===== config.mk =====
export PLATFORM = sky130hd
export DESIGN_NAME = mdio_controller
export DESIGN_NICKNAME = d
export VERILOG_FILES = /design/src/rtl/mdio_pkg.sv /design/src/rtl/mdc_gen.sv /design/src/rtl/mdio_controller.sv
export SDC_FILE = /design/constraint.sdc
export NUM_CORES = 1
export LEC_CHECK = 0
export ABC_AREA = 1
export CAP_MARGIN = 10
export CORE_MARGIN = 3
export CORE_UTILIZATION = 40
export CTS_CLUSTER_SIZE = 40
export DETAILED_ROUTE_END_ITERATION = 8
export PLACE_DENSITY = 0.72
export RECOVER_POWER = 50
export SYNTH_ARGS = -nofsm -noshare
export SYNTH_HDL_FRONTEND = slang
export SYNTH_HIERARCHICAL = 1
export SYNTH_SLANG_ARGS = --single-unit

===== constraint.sdc =====
create_clock -name CLK -period 2.9 [get_ports CLK]
set_clock_uncertainty 0.05 [all_clocks]
set_input_delay 0.29 -clock CLK [delete_from_list [all_inputs] [get_ports CLK]]
set_output_delay 0.29 -clock CLK [all_outputs]
set_load 0.1 [all_outputs]

===== src/rtl/mdio_pkg.sv =====
// Shared definitions for the MDIO station-management controller and peripheral:
// opcodes, Clause-22 field positions, frame lengths and FSM state encodings.
package mdio_pkg;

   localparam logic [1:0] OP_WRITE = 2'b01;
   localparam logic [1:0] OP_READ  = 2'b10;

   localparam int ST_MSB   = 31;
   localparam int OP_MSB   = 29;
   localparam int PHY_MSB  = 27;
   localparam int REG_MSB  = 22;
   localparam int TA_MSB   = 17;
   localparam int DATA_MSB = 15;

   localparam int FRAME_BITS = 32;
   localparam int HDR_BITS   = 16;

   localparam logic [5:0] FRAME_LAST = 6'(FRAME_BITS - 1);
   localparam logic [5:0] HDR_LAST   = 6'(HDR_BITS - 1);

   typedef enum logic [1:0] {
      S_IDLE   = 2'd0,
      S_DRIVE  = 2'd1,
      S_SAMPLE = 2'd2,
      S_DONE   = 2'd3
   } state_t;

   function automatic logic op_is_read(input logic [1:0] op);
      return (op == OP_READ);
   endfunction

endpackage


===== src/rtl/mdc_gen.sv =====
// MDC bit-timing generator: each bit is CLK_DIV cycles low then CLK_DIV cycles high,
// with single-cycle enables marking the rising edge and the last cycle of the bit.
module mdc_gen #(
   parameter int unsigned CLK_DIV = 2
) (
   input  logic CLK,
   input  logic RESET,
   input  logic run,
   output logic MDC,
   output logic mdc_rise,
   output logic bit_end
);

   localparam logic [7:0] HALF_LAST = 8'(CLK_DIV - 1);

   logic [7:0] half_q, half_d;
   logic       phase_q, phase_d;
   logic       mdc_q, mdc_d;

   // Half-period counter and phase; MDC is the phase delayed to line up with the data outputs.
   always_comb begin
      half_d  = half_q;
      phase_d = phase_q;
      mdc_d   = 1'b0;
      if (!run) begin
         half_d  = 8'd0;
         phase_d = 1'b0;
      end else begin
         mdc_d = phase_q;
         if (half_q == HALF_LAST) begin
            half_d  = 8'd0;
            phase_d = ~phase_q;
         end else begin
            half_d = half_q + 8'd1;
         end
      end
   end

   always_ff @(posedge CLK or negedge RESET) begin
      if (!RESET) begin
         half_q  <= 8'd0;
         phase_q <= 1'b0;
         mdc_q   <= 1'b0;
      end else begin
         half_q  <= half_d;
         phase_q <= phase_d;
         mdc_q   <= mdc_d;
      end
   end

   assign MDC      = mdc_q;
   assign mdc_rise = run & phase_q & (half_q == 8'd0);
   assign bit_end  = run & phase_q & (half_q == HALF_LAST);

endmodule


===== src/rtl/mdio_controller.sv =====
// MDIO master: serializes a Clause-22 frame MSB-first, releases the line after
// turnaround on reads and captures 16 data bits. All outputs are registered.
module mdio_controller
   import mdio_pkg::*;
#(
   parameter int unsigned CLK_DIV = 2
) (
   input  logic        CLK,
   input  logic        RESET,
   input  logic        MDIO_START,
   input  logic [31:0] T_DATA,
   input  logic        MDIO_IN,
   output logic        MDC,
   output logic        MDIO_OUT,
   output logic        MDIO_OE,
   output logic [15:0] RD_DATA,
   output logic        DATA_RDY,
   output logic        MDIO_DONE,
   output logic        BUSY
);

   state_t      state_q, state_d;
   logic [31:0] shift_q, shift_d;
   logic [5:0]  bit_cnt_q, bit_cnt_d;
   logic [15:0] rd_shift_q, rd_shift_d;
   logic        is_read_q, is_read_d;
   logic        mdio_out_q, mdio_out_d;
   logic        mdio_oe_q, mdio_oe_d;
   logic [15:0] rd_data_q, rd_data_d;
   logic        data_rdy_q, data_rdy_d;
   logic        done_q, done_d;
   logic        busy_q, busy_d;
   logic        run_s, mdc_rise_s, bit_end_s;

   assign run_s = (state_q == S_DRIVE) || (state_q == S_SAMPLE);

   mdc_gen #(.CLK_DIV(CLK_DIV)) u_mdc_gen (
      .CLK      (CLK),
      .RESET    (RESET),
      .run      (run_s),
      .MDC      (MDC),
      .mdc_rise (mdc_rise_s),
      .bit_end  (bit_end_s)
   );

   // Next-state and next-output logic; outputs reflect the state one cycle later.
   always_comb begin
      state_d    = state_q;
      shift_d    = shift_q;
      bit_cnt_d  = bit_cnt_q;
      rd_shift_d = rd_shift_q;
      is_read_d  = is_read_q;
      rd_data_d  = rd_data_q;
      mdio_out_d = 1'b0;
      mdio_oe_d  = 1'b0;
      data_rdy_d = 1'b0;
      done_d     = 1'b0;
      busy_d     = 1'b1;
      case (state_q)
         S_IDLE: begin
            if (MDIO_START) begin
               shift_d    = T_DATA;
               bit_cnt_d  = 6'd0;
               rd_shift_d = 16'd0;
               is_read_d  = op_is_read(T_DATA[OP_MSB -: 2]);
               state_d    = S_DRIVE;
            end else begin
               busy_d = 1'b0;
            end
         end
         S_DRIVE: begin
            mdio_oe_d  = 1'b1;
            mdio_out_d = shift_q[31];
            if (bit_end_s) begin
               shift_d   = {shift_q[30:0], 1'b0};
               bit_cnt_d = bit_cnt_q + 6'd1;
               if (is_read_q && (bit_cnt_q == HDR_LAST)) begin
                  state_d = S_SAMPLE;
               end else if (bit_cnt_q == FRAME_LAST) begin
                  state_d = S_DONE;
               end else begin
                  state_d = S_DRIVE;
               end
            end else begin
               state_d = S_DRIVE;
            end
         end
         S_SAMPLE: begin
            if (mdc_rise_s) begin
               rd_shift_d = {rd_shift_q[14:0], MDIO_IN};
            end else begin
               rd_shift_d = rd_shift_q;
            end
            if (bit_end_s) begin
               bit_cnt_d = bit_cnt_q + 6'd1;
               state_d   = (bit_cnt_q == FRAME_LAST) ? S_DONE : S_SAMPLE;
            end else begin
               state_d = S_SAMPLE;
            end
         end
         S_DONE: begin
            done_d  = 1'b1;
            state_d = S_IDLE;
            if (is_read_q) begin
               rd_data_d  = rd_shift_q;
               data_rdy_d = 1'b1;
            end else begin
               data_rdy_d = 1'b0;
            end
         end
         default: begin
            state_d = S_IDLE;
            busy_d  = 1'b0;
         end
      endcase
   end

   // State, datapath and registered outputs.
   always_ff @(posedge CLK or negedge RESET) begin
      if (!RESET) begin
         state_q    <= S_IDLE;
         shift_q    <= 32'd0;
         bit_cnt_q  <= 6'd0;
         rd_shift_q <= 16'd0;
         is_read_q  <= 1'b0;
         mdio_out_q <= 1'b0;
         mdio_oe_q  <= 1'b0;
         rd_data_q  <= 16'd0;
         data_rdy_q <= 1'b0;
         done_q     <= 1'b0;
         busy_q     <= 1'b0;
      end else begin
         state_q    <= state_d;
         shift_q    <= shift_d;
         bit_cnt_q  <= bit_cnt_d;
         rd_shift_q <= rd_shift_d;
         is_read_q  <= is_read_d;
         mdio_out_q <= mdio_out_d;
         mdio_oe_q  <= mdio_oe_d;
         rd_data_q  <= rd_data_d;
         data_rdy_q <= data_rdy_d;
         done_q     <= done_d;
         busy_q     <= busy_d;
      end
   end

   assign MDIO_OUT  = mdio_out_q;
   assign MDIO_OE   = mdio_oe_q;
   assign RD_DATA   = rd_data_q;
   assign DATA_RDY  = data_rdy_q;
   assign MDIO_DONE = done_q;
   assign BUSY      = busy_q;

endmodule

==> metrics.txt <==
status finished clean; RSZ-0062 raised after global routing false; fin crit share between 80% and 90%; LEAKAGE 0.00232 uW; share of layout cells above drive strength 1 6.26%; final slew viol count 0; post-synthesis cell count between 400 and 500; H-tree depth 3; CTS sink count between 80 and 90; starting density of the core 41.4%; worst relative slew slack 14.5%; post-synthesis simple-gate area fraction between 15 and 20%; fmax 0.400 GHz; final number of hold-violating endpoints 0; TritonCTS buffer count 9; root buffer cell clkbuf_8; Rows 36; Die X ~110 um; worst skew pair latency approximately 0.35 ns; Reg area about 2200 um2; post-route DRC violation count 0; post-DP HPWL 5.21 mm; Crit. End Element register; # resized after CTS 0; placed inst area 4680 um2; Via-to-Cell Ratio between 4 and 5; Peak VDD IR 0.000560 V; Hold WC Path Type reg -> reg; Power Total ~3400 uW; CP max-delay cell ha_1; Setup-failing EPs final 0; Die ar. approximately 11000 um2; Routed WL per cell approximately 11 um; Mapped Avg Cell Area 8.67 um2; adder-cell share of the synthesized area 2.77%; CP Max Fanout 64; first-pass GRT wire length 13.4 mm; # port buffers 57; via count 3105; synth top area cells dfrtp_1 54%, nand2_1 14%, o21ai_0 6.3%; clk buf depth 2; Synth cell types 31; number of nets still failing antenna checks after routing 0; io pins 58; syn_nets 514; postcts setup bufs 0; CTS tree done; Worst path max stage delay 0.47 ns; sequential area share after synthesis a little over half; total grt overflow 0; Post-Syn Area 4070 um2; Iter 0 DRT Violations around 120; count of warnings emitted by yosys 6; post-synthesis compound-gate area fraction 14.4%; post-route minimum period about 2.5 ns; CTS clk-pin slew, worst paths 0.08 ns; Synth top area share between 50% and 60%; crit path DAT 2.72 ns; post-cts hold buffer count 1; Slew @ Worst Pin 1.28 ns; Pre-antenna DRT Iters 4; vias in the first global route roughly 3000; Area growth, synth to finish 17.4%; Layout fillers 976; number of diodes 0; largest net degree at the start of global routing 65; Multi-input gate area about 1500 um2; Setup Crit Path Kind reg -> reg; core area 9820 um2; CP Launch Type register; MaxCap Viol Count 0; critical path required time 3.12 ns; PD cells 712 nW/um2; mux share of post-synthesis cell area 0%; fin nets 568; leading area contributor after synthesis dfrtp_1; GRT Total Usage 14.5%; final wirelength 7.57 mm; placer congestion estimate 0.800; Worst path most repeated cell nand2_1; CP Cell Sequence inv_1 > ha_1 > nand2_1 > nor3_1 > nand2_1 > a21oi_4 > buf_12 > o211ai_1 > o21ai_1; Yosys reg bits 88; final instance area 4770 um2; main combinational cell family by area after synthesis simple AND/OR/NAND/NOR gates; die height 107 um; initial antenna violation count 0; Synth Area in XOR/XNOR 0.431%; setup TNS 0 ns
==> through the flow <==
| stage | worst slack [ns] | hold slack, ns | instances | utilization (%) |
|---|---|---|---|---|
| floorplan | 0.868 | -0.0556 | 469 | - |
| global placement | 0.540 | 0.313 | 644 | 47.7 |
| detailed placement | 0.415 | 0.318 | 644 | 47.7 |
| CTS | 0.406 | 0.424 | 660 | 49.6 |
| global route | 0.138 | 0.456 | 660 | 48.6 |
| finish | 0.402 | 0.423 | 660 | 48.6 |
==> critical path: cells and delay by family, from the launching register on <==
family / cells / cell delay (ns)
simple gates: 3 / 0.67
flops: 1 / 0.41
compound gates: 3 / 0.45
fa+ha+maj: 1 / 0.47
buf+inv: 2 / 0.36
==> power by group <==
part / switching [uW] / internal (uW)
logic: 650 / 345
registers: 140 / 1500
clock network: 416 / 351
total: 1210 / 2190
==> registers in the layout (all words and copies together), names as in the netlist, 6 cells and up, named ones only <==
| signal | count |
|---|---|
| shift_q | 32 |
| RD_DATA | 16 |
| u_mdc_gen/half_q | 8 |
| rd_shift_q | 16 |
| bit_cnt_q | 6 |
==> cell usage after synthesis, drive strengths merged <==
cell    count
nand2     153
dfrtp      88
o21ai      58
inv        55
o211ai     31
nor2       20
buf        17
nand3      13
ha          9
nor3        5
clkbuf      4
a21oi       3
nand4       3
clkinv      2
o21bai      2
nand3b      1
nor3b       1
o31ai       1
or2         1
xnor2       1
xor2        1
==> layer usage <==
layer  up-vias  part of all wire [%]  GRT usage (%)  wire, um
li1       1608                     -              -         -
met1      1432                    50           19.7      3780
met2        55                    45           22.9      3410
met3        10                   3.9           3.43       293
met4         0                   1.2           4.93        89
met5         -                     0              0         0
==> worst paths after layout <==
kind	from	endpoint	slack [ns]	cells past startpoint
max in group asynchronous	RESET	rd_shift_q[15]	0.65	3
max	state_q[0]	shift_q[18]	0.40	9
min reg2reg	shift_q[31]	MDIO_OUT	0.42	2
min	shift_q[31]	MDIO_OUT	0.42	2
min in group asynchronous	RESET	RD_DATA[8]	0.70	2
max reg2reg	state_q[0]	shift_q[18]	0.40	9
==> final cells by class <==
type                    instances  area share, %
clock buffers                  12           3.25
clock inverters                 3          0.367
inverters                      57           4.48
multi-input cells             303           32.0
flip-flops and latches         88           46.1
well taps                     133           3.49
repair buffers                 64           10.2
==> placed cells by master, fill, tap and decap left out, drive strengths merged, types with 2 or more instances in the layout <==
cell	count
buf	4
nand4	3
dfrtp	88
a21oi	3
o21ai	58
inv	55
clkbuf	37
clkinv	4
o211ai	31
nor2	20
nor3	5
o21bai	2
nand2	153
ha	9
nand3	13
clkdlybuf4s50	34
==> cells by family (layout without fill, tap and decap cells) <==
family                     count (synthesis)  in the layout
xor gates and xnor gates                   2              2
adders and majority gates                  9              9
and+or+nand+nor                          197            197
buffers and inverters                     78            136
AOI/OAI and AO/OA                         95             95
DFF                                       88             88
Power figures use the tool's default switching activity.
==> edit (config.mk and constraints unchanged) <==
Make the reset (`RESET`) synchronous in 2 clocked blocks.
--- a/src/rtl/mdc_gen.sv
+++ b/src/rtl/mdc_gen.sv
@@ -36,7 +36,7 @@
       end
    end
 
-   always_ff @(posedge CLK or negedge RESET) begin
+   always_ff @(posedge CLK) begin
       if (!RESET) begin
          half_q  <= 8'd0;
          phase_q <= 1'b0;
--- a/src/rtl/mdio_controller.sv
+++ b/src/rtl/mdio_controller.sv
@@ -116,7 +116,7 @@
    end
 
    // State, datapath and registered outputs.
-   always_ff @(posedge CLK or negedge RESET) begin
+   always_ff @(posedge CLK) begin
       if (!RESET) begin
          state_q    <= S_IDLE;
          shift_q    <= 32'd0;
Formal check against the unedited RTL: differs if RESET is asserted again (counterexample within 4 cycles, from zero or initial values and one cycle with RESET low); with RESET held inactive, the same outputs for 10 cycles.
==> edit against the original RTL <==
  * Critical path depth unchanged
  * Setup slack improved by 70 ps
  * First-iteration DRC count increased by 37%
  * Worst hold slack got worse by 13 ps
  * Final area decreased by 5.7%
  * Sequential cell count unchanged
  * Area after synthesis decreased by 6.2%
  * Wire length increased by 5.3%
  * Synthesized cell count increased by 4.3%
  * Sequential share of layout area decreased by 7.0 points
Power is not compared: it rests on default switching activity, and its combinational part moved more than twofold at a synthesized area within 25%.
==> edit: results (changes against the original RTL) <==
cts:
  ctsHtreeMaxLevel: 3  # unchanged
  clk_pin_slew_worst_paths_ps: 90
  cts_setup_buffers: 0  # unchanged
  insertion_delay_ps: 370  # +20 ps
  cts_resized: 0  # unchanged
power_and_ir_drop:
  power_density_nw_per_um2: 547
  intPower_w: 0.00176
  cellLeakagePower_nw: 1.92
global_route:
  globalRouteMet2Util_pct: 25.9  # +3.0 points
  grtUsageTotal_pct: 15.5  # +0.96 points
  antenna_found_initial: 0  # unchanged
  grt_pass1_vias: 3134  # +4.8%
  global_route.usage.met1_pct: 18.7  # -1.0 points
  grt_start_max_net_pins: 53  # -18%
  met3_usage_pct: 4.74  # +1.3 points
  grt_pass1_wl_mm: 13.9  # +3.6%
worst_setup_path:
  crit_arrival_ps: 2630  # -90 ps
  r2r-start: "state_q[0]"
  r2r_slack_ps: 470  # +70 ps
  r2r_cells: 9  # unchanged
  r2r_end: "shift_q[31]"
  crit_family: "buffers and inverters"
  slowest_delay_ps: 410  # -60 ps
  path_max_fanout: 31  # -52%
  critPathSlowestCell: "dfxtp_1"
yosys:
  synth_top_cells_by_area: "dfxtp_1, nand2_1, o211a_1"
  yosysWarnings: 6  # unchanged
  yosysSeqAreaShare_pct: 46.2  # -8.0 points
  ys_async_sr_fraction_pct: 0  # -100 points
  syn-num-nets: 534  # +3.9%
  yosysUniqueCellTypes: 29  # -6.5%
  synth_common_cells: "nand2_1, dfxtp_1, nor2_1, nand3_1, inv_1"
  netlist_instances: 489  # +4.3%
detailed_routing:
  met2_length_mm: 3.68  # +8.1%
  dr.first_iter.drc_count: 170  # +37%
  wl_per_cell_um: 11.9  # +3.8%
  wl_met3_um: 470  # +60%
  drt-met1-wl_mm: 3.69  # -2.2%
  via_per_inst: 4.90  # +4.2%
  route.vias.total: 3283  # +5.7%
  drt_pre_antenna_iters: 4  # unchanged
place:
  io_buffer_count: 57  # unchanged
  placed_cell_area_um2: 4410  # -5.9%
  gp_congestion: 0.857  # +7.1%
  dp_worst_setup_slack_ps: 515  # +99.5 ps
  dp_cells: 654  # +1.6%
  hpwl_mm: 5.50  # +5.6%
final_layout:
  fill_cells: 925  # -5.2%
  largest_reg_flops: 32  # unchanged
  n_antenna_cell: 0  # unchanged
  fin_nets: 581  # +2.3%
  final_cell_area_um2: 4500  # -5.7%
  drive_above_1_share_pct: 7.02  # +0.76 points
worst_hold_path:
  min_path_type: "reg2reg"
  min_to: "MDIO_OUT"
  hold_path_startpoint: "shift_q[31]"
timing:
  worst_pin_slew_ps: 1180  # -106 ps
  hold_slack_ps: 411  # -12.6 ps
run_status:
  run_status: "finished clean"
## edit: cells by family (layout without fill, tap and decap cells)
group | after synthesis | count (layout) | synth area share [%]
simple gates | 239 | 239 | 27.2
flops | 88 | 88 | 46.2
compound gates | 87 | 87 | 15.9
buf+inv | 63 | 115 | 7.08
fa+ha+maj | 9 | 9 | 2.95
xor+xnor | 3 | 3 | 0.689
## edit: cell type report
type,instances,area share [%]
clock buffer,10,3.06
clock inverter,6,1.14
inverter,34,2.86
multi-input combinational,338,39.4
sequential,88,39.1
tap,129,3.59
timing repair buffer,65,10.8
## edit: how the worst max path moves through the flow
stage	slack, ps	endpoint	depth (start not counted)	from
after CTS	490	shift_q[31]	9	state_q[0]
final	470	shift_q[31]	9	state_q[0]
after detailed placement	510	shift_q[31]	9	state_q[0]
after global routing	210	shift_q[31]	9	state_q[0]
after global placement	640	shift_q[31]	9	state_q[0]
after floorplan	930	shift_q[10]	8	state_q[0]
